--- config.mk ---
export PLATFORM = sky130hd
export DESIGN_NAME = wb_seq
export DESIGN_NICKNAME = d
export VERILOG_FILES = /design/src/rtl/wb_seq_pkg.sv /design/src/rtl/wb_timer.sv /design/src/rtl/wb_seq.sv
export SDC_FILE = /design/constraint.sdc
export NUM_CORES = 1
export LEC_CHECK = 0
export CORE_UTILIZATION = 45
export CTS_CLUSTER_DIAMETER = 40
export DETAILED_ROUTE_END_ITERATION = 12
export PLACE_DENSITY_LB_ADDON = 0.2
export SYNTH_ARGS = -nofsm -noshare
export SYNTH_HDL_FRONTEND = slang
export SYNTH_SLANG_ARGS = --single-unit
--- constraint.sdc ---
create_clock -name clk -period 3.5 [get_ports clk]
set_input_delay 0.875 -clock clk [delete_from_list [all_inputs] [get_ports clk]]
set_output_delay 0.875 -clock clk [all_outputs]
set_load 0.05 [all_outputs]
--- src/rtl/wb_seq_pkg.sv ---
// wb_seq_pkg: constants and types shared by the writeback sequencer files.
//   - wb_src_t   : writeback source select codes (also used on S_MXRB)
//   - wb_state_t : sequencer FSM state encoding
//   - CNT_W/RD_W : memory wait counter width and register index width
package wb_seq_pkg;

    localparam int CNT_W = 4;
    localparam int RD_W  = 5;

    typedef enum logic [1:0] {
        SRC_PC  = 2'b00,   // link value (PC)
        SRC_DM  = 2'b01,   // load data from data memory
        SRC_ALU = 2'b10,   // ALU result
        SRC_ILL = 2'b11    // illegal encoding, never written
    } wb_src_t;

    typedef enum logic [1:0] {
        IDLE     = 2'b00,
        MEM_WAIT = 2'b01,
        WRITE    = 2'b10
    } wb_state_t;

    // A load must wait for data memory; every other legal source writes at once.
    function automatic logic src_needs_mem(input logic [1:0] src);
        return src == SRC_DM;
    endfunction

endpackage

--- src/rtl/wb_timer.sv ---
// wb_timer: clearable 4-bit wait counter for the data-memory wait.
//   clk, rst_n : clock, asynchronous active-low reset
//   clr        : synchronous clear (wins over inc)
//   inc        : count one more waited cycle
//   expire     : high in the cycle whose increment makes the count reach
//                TIMEOUT, i.e. the TIMEOUT-th waited cycle
module wb_timer
    import wb_seq_pkg::*;
#(
    parameter int TIMEOUT = 15
) (
    input  logic clk,
    input  logic rst_n,
    input  logic clr,
    input  logic inc,
    output logic expire
);

    localparam logic [CNT_W-1:0] LAST = CNT_W'(TIMEOUT - 1);

    logic [CNT_W-1:0] count_q;
    logic [CNT_W-1:0] count_d;

    always_comb begin
        count_d = count_q;
        if (clr) begin
            count_d = '0;
        end else if (inc) begin
            count_d = count_q + CNT_W'(1);
        end
    end

    always_ff @(posedge clk or negedge rst_n) begin
        if (!rst_n) begin
            count_q <= '0;
        end else begin
            count_q <= count_d;
        end
    end

    assign expire = inc && (count_q == LAST);

endmodule

--- src/rtl/wb_seq.sv ---
// wb_seq: register-bank writeback sequencer.
//   Accepts one writeback request at a time, waits for data memory on loads
//   (bounded by TIMEOUT), then issues a single write cycle to the register bank.
//   clk, rst_n          : clock, asynchronous active-low reset
//   req_valid/req_ready : request handshake; req_src/req_rd carried with it
//   dm_ready            : load data valid (only looked at while waiting)
//   flush               : abort whatever is in flight
//   S_MXRB, rb_waddr    : writeback mux select and address (hold between writes)
//   W_RB, wb_done       : write enable / completion pulse during the write cycle
//   err                 : one-cycle pulse for illegal source or memory timeout
//   dbg_state           : current FSM state for observation
//
// Handshake: a request transfers in any cycle where req_valid && req_ready and
// flush is low; req_ready is high exactly when the sequencer is IDLE and does
// not depend on req_valid. The requester holds req_src/req_rd with req_valid.
module wb_seq
    import wb_seq_pkg::*;
#(
    parameter int TIMEOUT = 15
) (
    input  logic            clk,
    input  logic            rst_n,
    input  logic            req_valid,
    input  logic [1:0]      req_src,
    input  logic [RD_W-1:0] req_rd,
    output logic            req_ready,
    input  logic            dm_ready,
    input  logic            flush,
    output logic [1:0]      S_MXRB,
    output logic            W_RB,
    output logic [RD_W-1:0] rb_waddr,
    output logic            wb_done,
    output logic            err,
    output wb_state_t       dbg_state
);

    wb_state_t       state_q, state_d;
    logic [1:0]      src_q, src_d;
    logic [RD_W-1:0] rd_q, rd_d;
    logic            err_q, err_d;

    logic tmr_clr;
    logic tmr_inc;
    logic tmr_expire;

    // The counter is held at zero outside MEM_WAIT, so it always starts from
    // zero on entry without needing a separate entry strobe.
    assign tmr_clr = flush || (state_q != MEM_WAIT);
    assign tmr_inc = (state_q == MEM_WAIT) && !dm_ready;

    wb_timer #(
        .TIMEOUT (TIMEOUT)
    ) u_timer (
        .clk    (clk),
        .rst_n  (rst_n),
        .clr    (tmr_clr),
        .inc    (tmr_inc),
        .expire (tmr_expire)
    );

    always_comb begin
        state_d = state_q;
        src_d   = src_q;
        rd_d    = rd_q;
        err_d   = 1'b0;

        if (flush) begin
            // Flush beats everything: no accept, no error, no write next cycle.
            state_d = IDLE;
        end else begin
            case (state_q)
                IDLE: begin
                    if (req_valid) begin
                        src_d = req_src;
                        rd_d  = req_rd;
                        if (src_needs_mem(req_src)) begin
                            state_d = MEM_WAIT;
                        end else if (wb_src_t'(req_src) == SRC_ILL) begin
                            err_d = 1'b1;
                        end else begin
                            state_d = WRITE;
                        end
                    end
                end
                MEM_WAIT: begin
                    // Data arriving in the timeout cycle still completes the load.
                    if (dm_ready) begin
                        state_d = WRITE;
                    end else if (tmr_expire) begin
                        state_d = IDLE;
                        err_d   = 1'b1;
                    end
                end
                WRITE: begin
                    state_d = IDLE;
                end
                default: begin
                    state_d = IDLE;
                end
            endcase
        end
    end

    always_ff @(posedge clk or negedge rst_n) begin
        if (!rst_n) begin
            state_q <= IDLE;
            src_q   <= SRC_PC;
            rd_q    <= '0;
            err_q   <= 1'b0;
        end else begin
            state_q <= state_d;
            src_q   <= src_d;
            rd_q    <= rd_d;
            err_q   <= err_d;
        end
    end

    // Select and address come straight from the latched request so they hold
    // their last values while idle; in MEM_WAIT the latched source is SRC_DM.
    assign req_ready = (state_q == IDLE);
    assign S_MXRB    = src_q;
    assign rb_waddr  = rd_q;
    assign wb_done   = (state_q == WRITE) && !flush;
    assign W_RB      = wb_done && (rd_q != '0);
    assign err       = err_q;
    assign dbg_state = state_q;

endmodule

==> results of run 1 <==
## cell families (layout without fill, tap and decap cells)
kind of cell | Yosys count | in the layout | synth area share, %
adders and majority gates | 2 | 2 | 3.787
xor gates and xnor gates | 2 | 2 | 2.652
muxes | 7 | 7 | 11.93
buffers and inverters | 3 | 28 | 2.840
DFF | 14 | 14 | 53.03
AOI/OAI and AO/OA | 7 | 7 | 6.819
and+or+nand+nor | 19 | 19 | 18.94
## sequential cells by signal, indices dropped and copies added (netlist names)
register,cells
err,1
S_MXRB,2
rb_waddr,5
u_timer.count_q,4
dbg_state,2
## routing by layer
layer | global-route usage, % | vias up | wire length, um
met5 | 0 | - | 0
met1 | 24.73 | 233 | 652
met2 | 29.44 | 17 | 591
met3 | 6.667 | 0 | 84
met4 | 2.500 | 0 | 0
li1 | - | 240 | -
## cells in the final DEF (no fill, tap or decap)
cell type        netlist  layout
a21boi_0               1       1
a21oi_1                2       2
a22oi_1                1       1
and3_1                 1       1
buf_12                 0       1
buf_4                  0       1
clkbuf_4               0       3
clkdlybuf4s50_1        0      22
dfrtp_1               14      14
ha_1                   2       2
inv_1                  1       1
mux2_2                 7       7
nand2_1                1       1
nand3b_1               2       2
nand4b_1               2       2
nor2_1                 7       7
nor2b_1                1       1
nor3_1                 1       1
nor3b_1                1       1
nor4b_4                1       1
o21a_1                 1       1
o21ai_0                1       1
o31ai_1                1       1
or3_1                  1       1
or4_1                  1       1
xnor2_1                1       1
xor2_1                 1       1
## stage by stage
| step | instance area [um2] | utilization [%] | instances |
|---|---|---|---|
| floorplan | 660.6 | - | 54 |
| global placement | 912.1 | 68.39 | 91 |
| detailed placement | 912.1 | 68.39 | 91 |
| CTS | 934.6 | 70.08 | 94 |
| global route | 934.6 | 70.08 | 94 |
| finish | 934.6 | 70.08 | 94 |
## power by group through the flow
stage	sequential [mW]	clock (mW)	combinational (mW)
after floorplan	0.252	0	0.0326
after global placement	0.193	0	0.149
after detailed placement	0.194	0	0.151
after CTS	0.191	0.0895	0.151
after global routing	0.193	0.0962	0.157
final	0.191	0.0864	0.150
## worst min-delay path by stage
stage                                         from                             end  slack, ns
finish                       S_MXRB[1]$_DFFE_PN0P_           S_MXRB[1]$_DFFE_PN0P_       0.52
global route                 S_MXRB[0]$_DFFE_PN0P_           S_MXRB[0]$_DFFE_PN0P_       0.53
CTS                          S_MXRB[0]$_DFFE_PN0P_           S_MXRB[0]$_DFFE_PN0P_       0.52
detailed placement           S_MXRB[1]$_DFFE_PN0P_           S_MXRB[1]$_DFFE_PN0P_       0.50
global placement             S_MXRB[0]$_DFFE_PN0P_           S_MXRB[0]$_DFFE_PN0P_       0.49
floorplan           u_timer.count_q[3]$_DFFE_PN0P_  u_timer.count_q[3]$_DFFE_PN0P_       0.51
## area by class of cell
type                    instances  area (um2)  share of cell area [%]
flip-flops and latches         14       350.3                   37.48
inverters                       1       3.754                  0.4016
clock buffers                   3       22.52                   2.410
repair buffers                 24       247.7                   26.51
well taps                      15       18.77                   2.008
multi-input cells              37       291.5                   31.19
==> key figures, run 1 <==
Run status
  – Status: complete, no violations

Cells and area
  – Number of nets in the layout: 95
  – Layout cell share with drive strength beyond 1: between 15 and 20%
  – Number of fillers in the final layout: 105
  – Antenna cells: 0
  – Area Growth Syn to Fin: 41.48%

Routing
  – DRT Pass-1 Iters: 4
  – Initial DRC count: 13
  – Routed Antenna Nets: 0
  – DR vias/cell: 5.213
  – # DRC: 0
  – WL per Instance: about 14 um
  – Routed Wire Length: 1328 um
  – Via count: between 400 and 500

Floorplan
  – Total die area: 1625 um2
  – Initial core utilization: 49.53%
  – Die height: 40.32 um
  – Top Ports: 25
  – Rows: 13
  – Die X: 40.32 um
  – Core box area: around 1300 um2

Critical path
  – Flop-to-flop setup slack: ~1.9 ns
  – Largest stage delay, worst path: between 0.4 and 0.5 ns
  – Crit path buffers/inverters: 2
  – CP endpoint: W_RB
  – Slowest CP cell: clkdlybuf4s50_1
  – Worst Setup Start Kind: primary input
  – Crit path max-delay family: buffers and inverters
  – Crit path capture type: primary output
  – Critical-path cell list: clkdlybuf4s50_1, nor3b_1, o21a_1, buf_12
  – Setup crit start: flush
  – FF-to-FF End: S_MXRB[0]$_DFFE_PN0P_
  – Critical Path Stages: 4
  – CP arrival: 2.00 ns
  – Reg2reg path depth: 2
  – Crit-path max FO: 4
  – Kind of critical path: in -> out
  – Crit Reg-Reg Startpoint: dbg_state[0]$_DFFE_PN0P_
  – WP data required: 2.62 ns

Yosys
  – Mapped cell area: 660.6 um2
  – Yosys top cell by area: dfrtp_1
  – Async S/R FF share, synth: 100.0%
  – Distinct cells, synth: 25
  – Avg Cell Area, Syn: 12.23 um2
  – Share of the synthesized area in the top cell type: 53.03%
  – Yosys reg bits: 14
  – Seq/Total Area, Yosys: 53.03%
  – Synthesized Nets: between 60 and 70
  – Area contributors post-synth: dfrtp_1 53%, mux2_2 12%, nor2_1 4.0%
  – Synth Flop Type: dfrtp_1
  – EDFF count, synth: 0
  – Most numerous cell in the Yosys netlist: dfrtp_1
  – Synth Instances: 54
  – Post-synth top cells: 14 x dfrtp_1, 7 x mux2_2, 7 x nor2_1
  – Synth warn: 0

Hold path
  – Worst min-delay path category: reg -> reg
  – Hold Crit Depth: 1

Timing
  – Period minus WS final: ~2.9 ns
  – Worst-Margin Slew: 0.6257 ns
  – Final hold violation count: 0
  – Unrepaired setup endpoints after global routing: no
  – Fmax: roughly 350 MHz
  – Hold_ws: approximately 0.52 ns
  – Max Slew Vio Count: 0
  – Final Worst Setup Slack: between 0.6 and 0.7 ns
  – Setup tns final: 0 ns
  – Period utilisation layout: 82.04%
  – Worst relative slew slack: 58.16%
  – Worst Clk Skew: 0.005530 ns
  – Final Setup Violations: 0

Clock network
  – Clk buf depth: 2
  – Latest clock arrival within the worst-skew pair: 0.27 ns
  – # hold bufs at CTS: 0
  – Post-CTS setup buffer count: 0
  – Post-CTS Resized: 0
  – CTS tree: built
  – Clk slew on worst S/H paths: approximately 0.07 ns
  – Number of CTS-inserted buffers: 3
  – Clk root buf: clkbuf_4
  – Clk sinks: 14
  – CTS H-tree lvls: 1

Placed design
  – DPL Wire Length: 987.4 um
  – PortBufs: 24
  – DP Worst Slack: a little over 0.6 ns
  – Global placer's final weighted congestion: 0.7064

Pwr
  – Comb power frac: 35.1%
  – Pint: 277.6 uW
  – P_leak: 0.3872 nW
  – Sw power: about 150 uW
  – Tot Pwr: 427.3 uW
  – Switch share: 35.03%
  – Part of the power in registers: about 45%
  – Worst VDD drop: 264.2 uV
  – Power per cell area: 457.1 nW/um2
  – Clk pwr share: between 20% and 30%

GRT
  – Initial antenna violation count: 0
  – Gr ovfl total: 0
  – Largest net degree at the start of global routing: 15
  – GRT Util Overall: 18.48%
  – Vias in the first global route: 422
  – First-pass GRT wire length: 1897 um

Run
  – Max_cap viols: 0
No activity file was read; power rests on OpenSTA's default activity.
==> inputs of run 2 (changes only) <==
--- a/config.mk
+++ b/config.mk
@@ -5,7 +5,7 @@
 export SDC_FILE = /design/constraint.sdc
 export NUM_CORES = 1
 export LEC_CHECK = 0
-export CORE_UTILIZATION = 45
+export CORE_UTILIZATION = 41
 export CTS_CLUSTER_DIAMETER = 40
 export DETAILED_ROUTE_END_ITERATION = 12
 export PLACE_DENSITY_LB_ADDON = 0.2
==> constraint.sdc (replaced) <==
create_clock -name clk -period 2.8 [get_ports clk]
set_input_delay 0.7 -clock clk [delete_from_list [all_inputs] [get_ports clk]]
set_output_delay 0.7 -clock clk [all_outputs]
set_load 0.05 [all_outputs]
==> run 2 against run 1 <==
Sequential power up 25%. Utilization fell by 5.9 points. First-iteration DRC count decreased by 23%. Critical path depth unchanged. Power grew 33%. Sequential share of layout area decreased by 1.3 points. Setup slack worse by 0.40 ns. Cell count up 2.1%. Design area increased by 3.5%. Global-route usage down 1.0 points. Clock-buffer cell count increased by 1. Combinational power is 25% higher. Critical path type unchanged. Largest power group unchanged. Highest routed layer is now met4.
==> key figures, run 2 (same netlist as run 1, synthesis figures left out) <==
Timing
  – Period minus WS final: 2.574 ns
  – Final Setup Violations: 0 (unchanged)
  – Setup tns final: 0 ns (unchanged)
  – Hold_ws: 0.5167 ns (was 0.5177 ns)
  – Worst-Margin Slew: 0.6155 ns (was 0.6257 ns)
  – Final hold violation count: 0 (unchanged)
  – Worst relative slew slack: 58.84% (was 58.16%)
  – Max Slew Vio Count: 0 (unchanged)
  – Worst Clk Skew: 0.002371 ns (was 0.005530 ns)
  – Unrepaired setup endpoints after global routing: no (unchanged)
  – Fmax: 388.5 MHz
  – Period utilisation layout: 91.92%

Routing
  – DRT Pass-1 Iters: 2 (was 4)
  – # DRC: 0 (unchanged)
  – Routed Wire Length: 1247 um (was 1328 um)
  – Routed Antenna Nets: 0 (unchanged)
  – Via count: 489 (was 490)
  – DR vias/cell: 5.094 (was 5.213)
  – Initial DRC count: 10 (was 13)
  – WL per Instance: 12.99 um (was 14.13 um)

Cells and area
  – Area Growth Syn to Fin: 46.40% (was 41.48%)
  – Most frequent cells in the layout: 22 x clkdlybuf4s50_1, 14 x dfrtp_1, 7 x nor2_1, 7 x mux2_2, 3 x clkbuf_4 (unchanged)
  – Number of nets in the layout: 95 (unchanged)
  – Max reg flops: 5 (unchanged)
  – Antenna cells: 0 (unchanged)
  – Cell area after layout: 967.2 um2 (was 934.6 um2)
  – Utilization of the core after routing: 64.20% (was 70.08%)
  – Commonest non-fill, non-tap cell in the layout: clkdlybuf4s50_1 (unchanged)
  – Layout cell share with drive strength beyond 1: 18.75% (was 16.46%)

Critical path
  – CP arrival: 1.87 ns (was 2.00 ns)
  – Slowest CP cell: clkdlybuf4s50_1 (unchanged)
  – Worst Setup Start Kind: primary input (unchanged)
  – Critical Path Stages: 4 (unchanged)
  – Crit-path max FO: 4 (unchanged)
  – Largest stage delay, worst path: 0.51 ns (was 0.49 ns)
  – Crit path capture type: primary output (unchanged)
  – Kind of critical path: in -> out (unchanged)
  – Reg2reg path depth: 2 (unchanged)
  – Crit path buffers/inverters: 2 (unchanged)
  – WP data required: 2.10 ns (was 2.62 ns)
  – Critical-path cell list: clkdlybuf4s50_1, nor3b_2, o21a_1, buf_12 (was clkdlybuf4s50_1, nor3b_1, o21a_1, buf_12)
  – Crit path max-delay family: buffers and inverters (unchanged)

GRT
  – GRT Util Overall: 17.47% (was 18.48%)
  – Gr ovfl total: 0 (unchanged)
  – Vias in the first global route: 495 (was 422)
  – Largest net degree at the start of global routing: 15 (unchanged)
  – First-pass GRT wire length: 2283 um (was 1897 um)
  – Initial antenna violation count: 0 (unchanged)

Clock network
  – Post-CTS setup buffer count: 0 (unchanged)
  – CTS H-tree lvls: 1 (unchanged)
  – Number of CTS-inserted buffers: 3 (unchanged)
  – Post-CTS Resized: 0 (unchanged)
  – Clk buf depth: 2 (unchanged)
  – Clk slew on worst S/H paths: 0.08 ns (was 0.07 ns)
  – # hold bufs at CTS: 0 (unchanged)
  – Clk root buf: clkbuf_4 (unchanged)
  – Clk sinks: 14 (unchanged)
  – Latest clock arrival within the worst-skew pair: 0.27 ns (about the same)
  – CTS tree: built (unchanged)

Run status
  – Status: complete, no violations (unchanged)

Placed design
  – PortBufs: 24 (unchanged)
  – Dpl cell area: 930.9 um2 (was 912.1 um2)
  – DPL Wire Length: 944.5 um (was 987.4 um)
  – Global placer's final weighted congestion: 0.7510 (was 0.7064)

Floorplan
  – Die X: 42.14 um (was 40.32 um)
  – Die height: 42.14 um (was 40.32 um)
  – Total die area: 1776 um2 (was 1625 um2)
  – Core box area: 1506 um2 (was 1334 um2)
  – Rows: 14 (was 13)
  – Initial core utilization: 43.85% (was 49.53%)
  – Top Ports: 25 (unchanged)

Run
  – Max_cap viols: 0 (unchanged)

Hold path
  – Hold Crit Depth: 1 (unchanged)
  – Worst min-delay path category: reg -> reg (unchanged)

Pwr
  – Worst VDD drop: 464.2 uV (was 264.2 uV)
  – Power per cell area: 585.6 nW/um2 (was 457.1 nW/um2)
  – Tot Pwr: 566.4 uW (was 427.3 uW)
  – P_leak: 0.3996 nW (was 0.3872 nW)
-- run 2: cell types whose count changed in the layout (fill, tap and decap cells not counted) --
cell,change
buf_4,-1
nor3b_1,-1
clkbuf_8,+1
nor3b_2,+1
buf_12,+1
-- run 2: where the power goes --
group | switching [mW] | internal, mW | leakage (nW) | total (mW)
combinational | 0.112 | 0.0754 | 0.200 | 0.188
sequential | 0.0156 | 0.223 | 0.179 | 0.239
clock | 0.0611 | 0.0790 | 0.0210 | 0.140
-- run 2: final timing paths --
check | from | endpoint | slack, ns
worst max-delay path | flush | W_RB | 0.23
worst min-delay path | S_MXRB[0]$_DFFE_PN0P_ | S_MXRB[0]$_DFFE_PN0P_ | 0.52
worst max register to register | dbg_state[0]$_DFFE_PN0P_ | S_MXRB[1]$_DFFE_PN0P_ | 1.22
worst min register to register | S_MXRB[0]$_DFFE_PN0P_ | S_MXRB[0]$_DFFE_PN0P_ | 0.52
max in group asynchronous | rst_n | u_timer.count_q[3]$_DFFE_PN0P_ | 1.59
min in group asynchronous | rst_n | rb_waddr[0]$_DFFE_PN0P_ | 0.81
-- run 2: cell type report --
cell class | instances | area (um2)
Clock buffer | 4 | 36.28
Timing Repair Buffer | 24 | 260.3
Fill cell | 125 | 539.3
Tap cell | 16 | 20.02
Multi-Input combinational cell | 37 | 296.5
Sequential cell | 14 | 350.3
Inverter | 1 | 3.754
-- run 2: per-stage QoR --
stage          std cells  setup slack, ns
4_1_cts               96           0.2167
3_3_place_gp          92           0.2548
2_1_floorplan         54          0.05165
3_5_place_dp          92           0.2142
6_report              96           0.2262
5_1_grt               96           0.1229
-- run 2: worst reg2reg max path, delay by kind of cell (launching register included) --
family	cells	cell delay [ns]
and+or+nand+nor	1	0.58
DFF	1	0.50
muxes	1	0.40
-- run 2: metal layers --
metal	global-route usage [%]	part of all wire [%]	vias up
met3	4.741	5.0	2
met1	22.97	51	227
met5	0	0	-
met2	26.25	43	15
li1	-	-	245
met4	9.375	0.96	0
==> inputs of run 3 (changes only) <==
--- a/config.mk
+++ b/config.mk
@@ -8,6 +8,7 @@
 export CORE_UTILIZATION = 41
 export CTS_CLUSTER_DIAMETER = 40
 export DETAILED_ROUTE_END_ITERATION = 12
+export GPL_TIMING_DRIVEN = 0
 export PLACE_DENSITY_LB_ADDON = 0.2
 export SYNTH_ARGS = -nofsm -noshare
 export SYNTH_HDL_FRONTEND = slang
==> run 3 against run 2 <==
Combinational power about the same. Fmax down 3.8%. Power about the same. First-iteration DRC count down 50%. Largest power group unchanged. Clock-buffer cell count unchanged. Clock skew down 0.0020 ns. Non-clock buffer count up 1. Sequential power about the same. Utilization down 1.4 points.
==> key figures, run 3 (same netlist as run 1, synthesis figures left out) <==
Pwr
  – Tot Pwr: 566.5 uW (was 566.4 uW)
  – P_leak: 0.3990 nW (was 0.3996 nW)
  – Power per cell area: 598.9 nW/um2 (was 585.6 nW/um2)
  – Worst VDD drop: 442.2 uV (was 464.2 uV)

Critical path
  – WP data required: 2.10 ns (about the same)
  – Critical-path cell list: clkdlybuf4s50_1, nor3b_2, dlygate4sd2_1 (was clkdlybuf4s50_1, nor3b_2, o21a_1, buf_12)
  – CP endpoint: wb_done (was W_RB)
  – CP arrival: 1.97 ns (was 1.87 ns)
  – Setup crit start: flush (unchanged)
  – Critical Path Stages: 3 (was 4)
  – Flop-to-flop setup slack: 1.19 ns (was 1.22 ns)
  – Crit path buffers/inverters: 2 (unchanged)
  – Crit Reg-Reg Startpoint: dbg_state[0]$_DFFE_PN0P_ (unchanged)
  – Slowest CP cell: dlygate4sd2_1 (was clkdlybuf4s50_1)
  – Crit path capture type: primary output (unchanged)
  – Reg2reg path depth: 3 (was 2)
  – FF-to-FF End: rb_waddr[2]$_DFFE_PN0P_ (was S_MXRB[1]$_DFFE_PN0P_)
  – Worst Setup Start Kind: primary input (unchanged)
  – Crit-path max FO: 4 (unchanged)
  – Largest stage delay, worst path: 0.55 ns (was 0.51 ns)
  – Crit path max-delay family: buffers and inverters (unchanged)
  – Kind of critical path: in -> out (unchanged)

Floorplan
  – Top Ports: 25 (unchanged)
  – Total die area: 1776 um2 (unchanged)
  – Initial core utilization: 43.85% (unchanged)
  – Core box area: 1506 um2 (unchanged)
  – Rows: 14 (unchanged)
  – Die height: 42.14 um (unchanged)
  – Die X: 42.14 um (unchanged)

Routing
  – WL per Instance: 13.26 um (was 12.99 um)
  – Initial DRC count: 5 (was 10)
  – Routed Antenna Nets: 0 (unchanged)
  – DR vias/cell: 5.536 (was 5.094)
  – Via count: 537 (was 489)
  – # DRC: 0 (unchanged)
  – Routed Wire Length: 1286 um (was 1247 um)
  – DRT Pass-1 Iters: 4 (was 2)

Clock network
  – Clk sinks: 14 (unchanged)
  – # hold bufs at CTS: 0 (unchanged)
  – Number of CTS-inserted buffers: 3 (unchanged)
  – Clk buf depth: 2 (unchanged)
  – CTS tree: built (unchanged)
  – Clk slew on worst S/H paths: 0.08 ns (about the same)
  – CTS H-tree lvls: 1 (unchanged)
  – Latest clock arrival within the worst-skew pair: 0.27 ns (about the same)
  – Clk root buf: clkbuf_4 (unchanged)

Cells and area
  – Utilization of the core after routing: 62.79% (was 64.20%)
  – Area Growth Syn to Fin: 43.18% (was 46.40%)
  – Number of nets in the layout: 96 (was 95)
  – Commonest non-fill, non-tap cell in the layout: clkdlybuf4s50_1 (unchanged)
  – Layout cell share with drive strength beyond 1: 18.52% (was 18.75%)
  – Antenna cells: 0 (unchanged)
  – Max reg flops: 5 (unchanged)
  – Most frequent cells in the layout: 21 x clkdlybuf4s50_1, 14 x dfrtp_1, 7 x nor2_1, 7 x mux2_2, 3 x clkbuf_4 (was 22 x clkdlybuf4s50_1, 14 x dfrtp_1, 7 x nor2_1, 7 x mux2_2, 3 x clkbuf_4)

Timing
  – Final hold violation count: 0 (unchanged)
  – Worst-Margin Slew: 0.6177 ns (was 0.6155 ns)
  – Hold_ws: 0.5176 ns (was 0.5167 ns)
  – Worst Clk Skew: 0.0003353 ns (was 0.002371 ns)
  – Period minus WS final: 2.675 ns (was 2.574 ns)
  – Final Setup Violations: 0 (unchanged)
  – Max Slew Vio Count: 0 (unchanged)
  – Fmax: 373.9 MHz (was 388.5 MHz)
  – Worst relative slew slack: 58.69% (was 58.84%)
  – Unrepaired setup endpoints after global routing: no (unchanged)
  – Period utilisation layout: 95.53% (was 91.92%)

GRT
  – Initial antenna violation count: 0 (unchanged)
  – Gr ovfl total: 0 (unchanged)
  – Vias in the first global route: 518 (was 495)
  – GRT Util Overall: 17.79% (was 17.47%)
  – Largest net degree at the start of global routing: 15 (unchanged)
  – First-pass GRT wire length: 2366 um (was 2283 um)

Placed design
  – DPL Wire Length: 973.3 um (was 944.5 um)
  – Global placer's final weighted congestion: 0.7213 (was 0.7510)
  – PortBufs: 23 (was 24)

Run status
  – Status: complete, no violations (unchanged)

Hold path
  – Worst min-delay path category: reg -> reg (unchanged)

Run
  – Max_cap viols: 0 (unchanged)
run 3: cell count changes in the layout (fill, tap and decap cells not counted), sizes merged:
cell and delta:
clkbuf +2, dlygate4sd2 +1, clkdlybuf4s50 -1, buf -1
run 3: how the worst min path moves through the flow:
stage	startpoint	to	slack [ns]	depth (start not counted)
2_1_floorplan	rst_n	S_MXRB[0]$_DFFE_PN0P_	0.40	0
3_3_place_gp	S_MXRB[0]$_DFFE_PN0P_	S_MXRB[0]$_DFFE_PN0P_	0.49	1
3_5_place_dp	S_MXRB[1]$_DFFE_PN0P_	S_MXRB[1]$_DFFE_PN0P_	0.50	1
4_1_cts	S_MXRB[1]$_DFFE_PN0P_	S_MXRB[1]$_DFFE_PN0P_	0.52	1
5_1_grt	S_MXRB[1]$_DFFE_PN0P_	S_MXRB[1]$_DFFE_PN0P_	0.55	1
6_report	S_MXRB[1]$_DFFE_PN0P_	S_MXRB[1]$_DFFE_PN0P_	0.52	1
run 3: final cells by class:
type / count / area, um2
Fill cell: 128 / 560.5
Sequential cell: 14 / 350.3
Multi-Input combinational cell: 37 / 296.5
Timing Repair Buffer: 23 / 224.0
Clock buffer: 4 / 36.28
Tap cell: 16 / 20.02
Buffer: 2 / 15.01
Inverter: 1 / 3.754
run 3: layer usage:
layer / share of wire, % / up-vias / track usage (%)
li1: - / 247 / -
met1: 42 / 265 / 24.01
met3: 6.8 / 2 / 4.741
met2: 50 / 23 / 27.19
met5: 0 / - / 0
met4: 0.70 / 0 / 7.500
run 3: metrics by stage:
stage,setup slack [ns],instances,TNS (ns),instance area (um2)
finish,0.1252,97,0,945.9
global placement,-0.2646,93,-0.4273,915.9
detailed placement,-0.2709,93,-0.4438,915.9
global route,0.03468,97,0,945.9
floorplan,0.05165,54,0,665.6
CTS,0.002490,97,0,949.7
run 3: what timing repair did:
| action | CTS | global route |
|---|---|---|
| setup buffers | 0 | 0 |
| endpoints found under the setup margin | 2 | 1 |
| gates resized for setup | 2 | 2 |
run 3: where the power goes:
group | internal, mW | switching [mW]
logic | 0.0727 | 0.114
registers | 0.223 | 0.0148
clock network | 0.0790 | 0.0630
total | 0.375 | 0.192
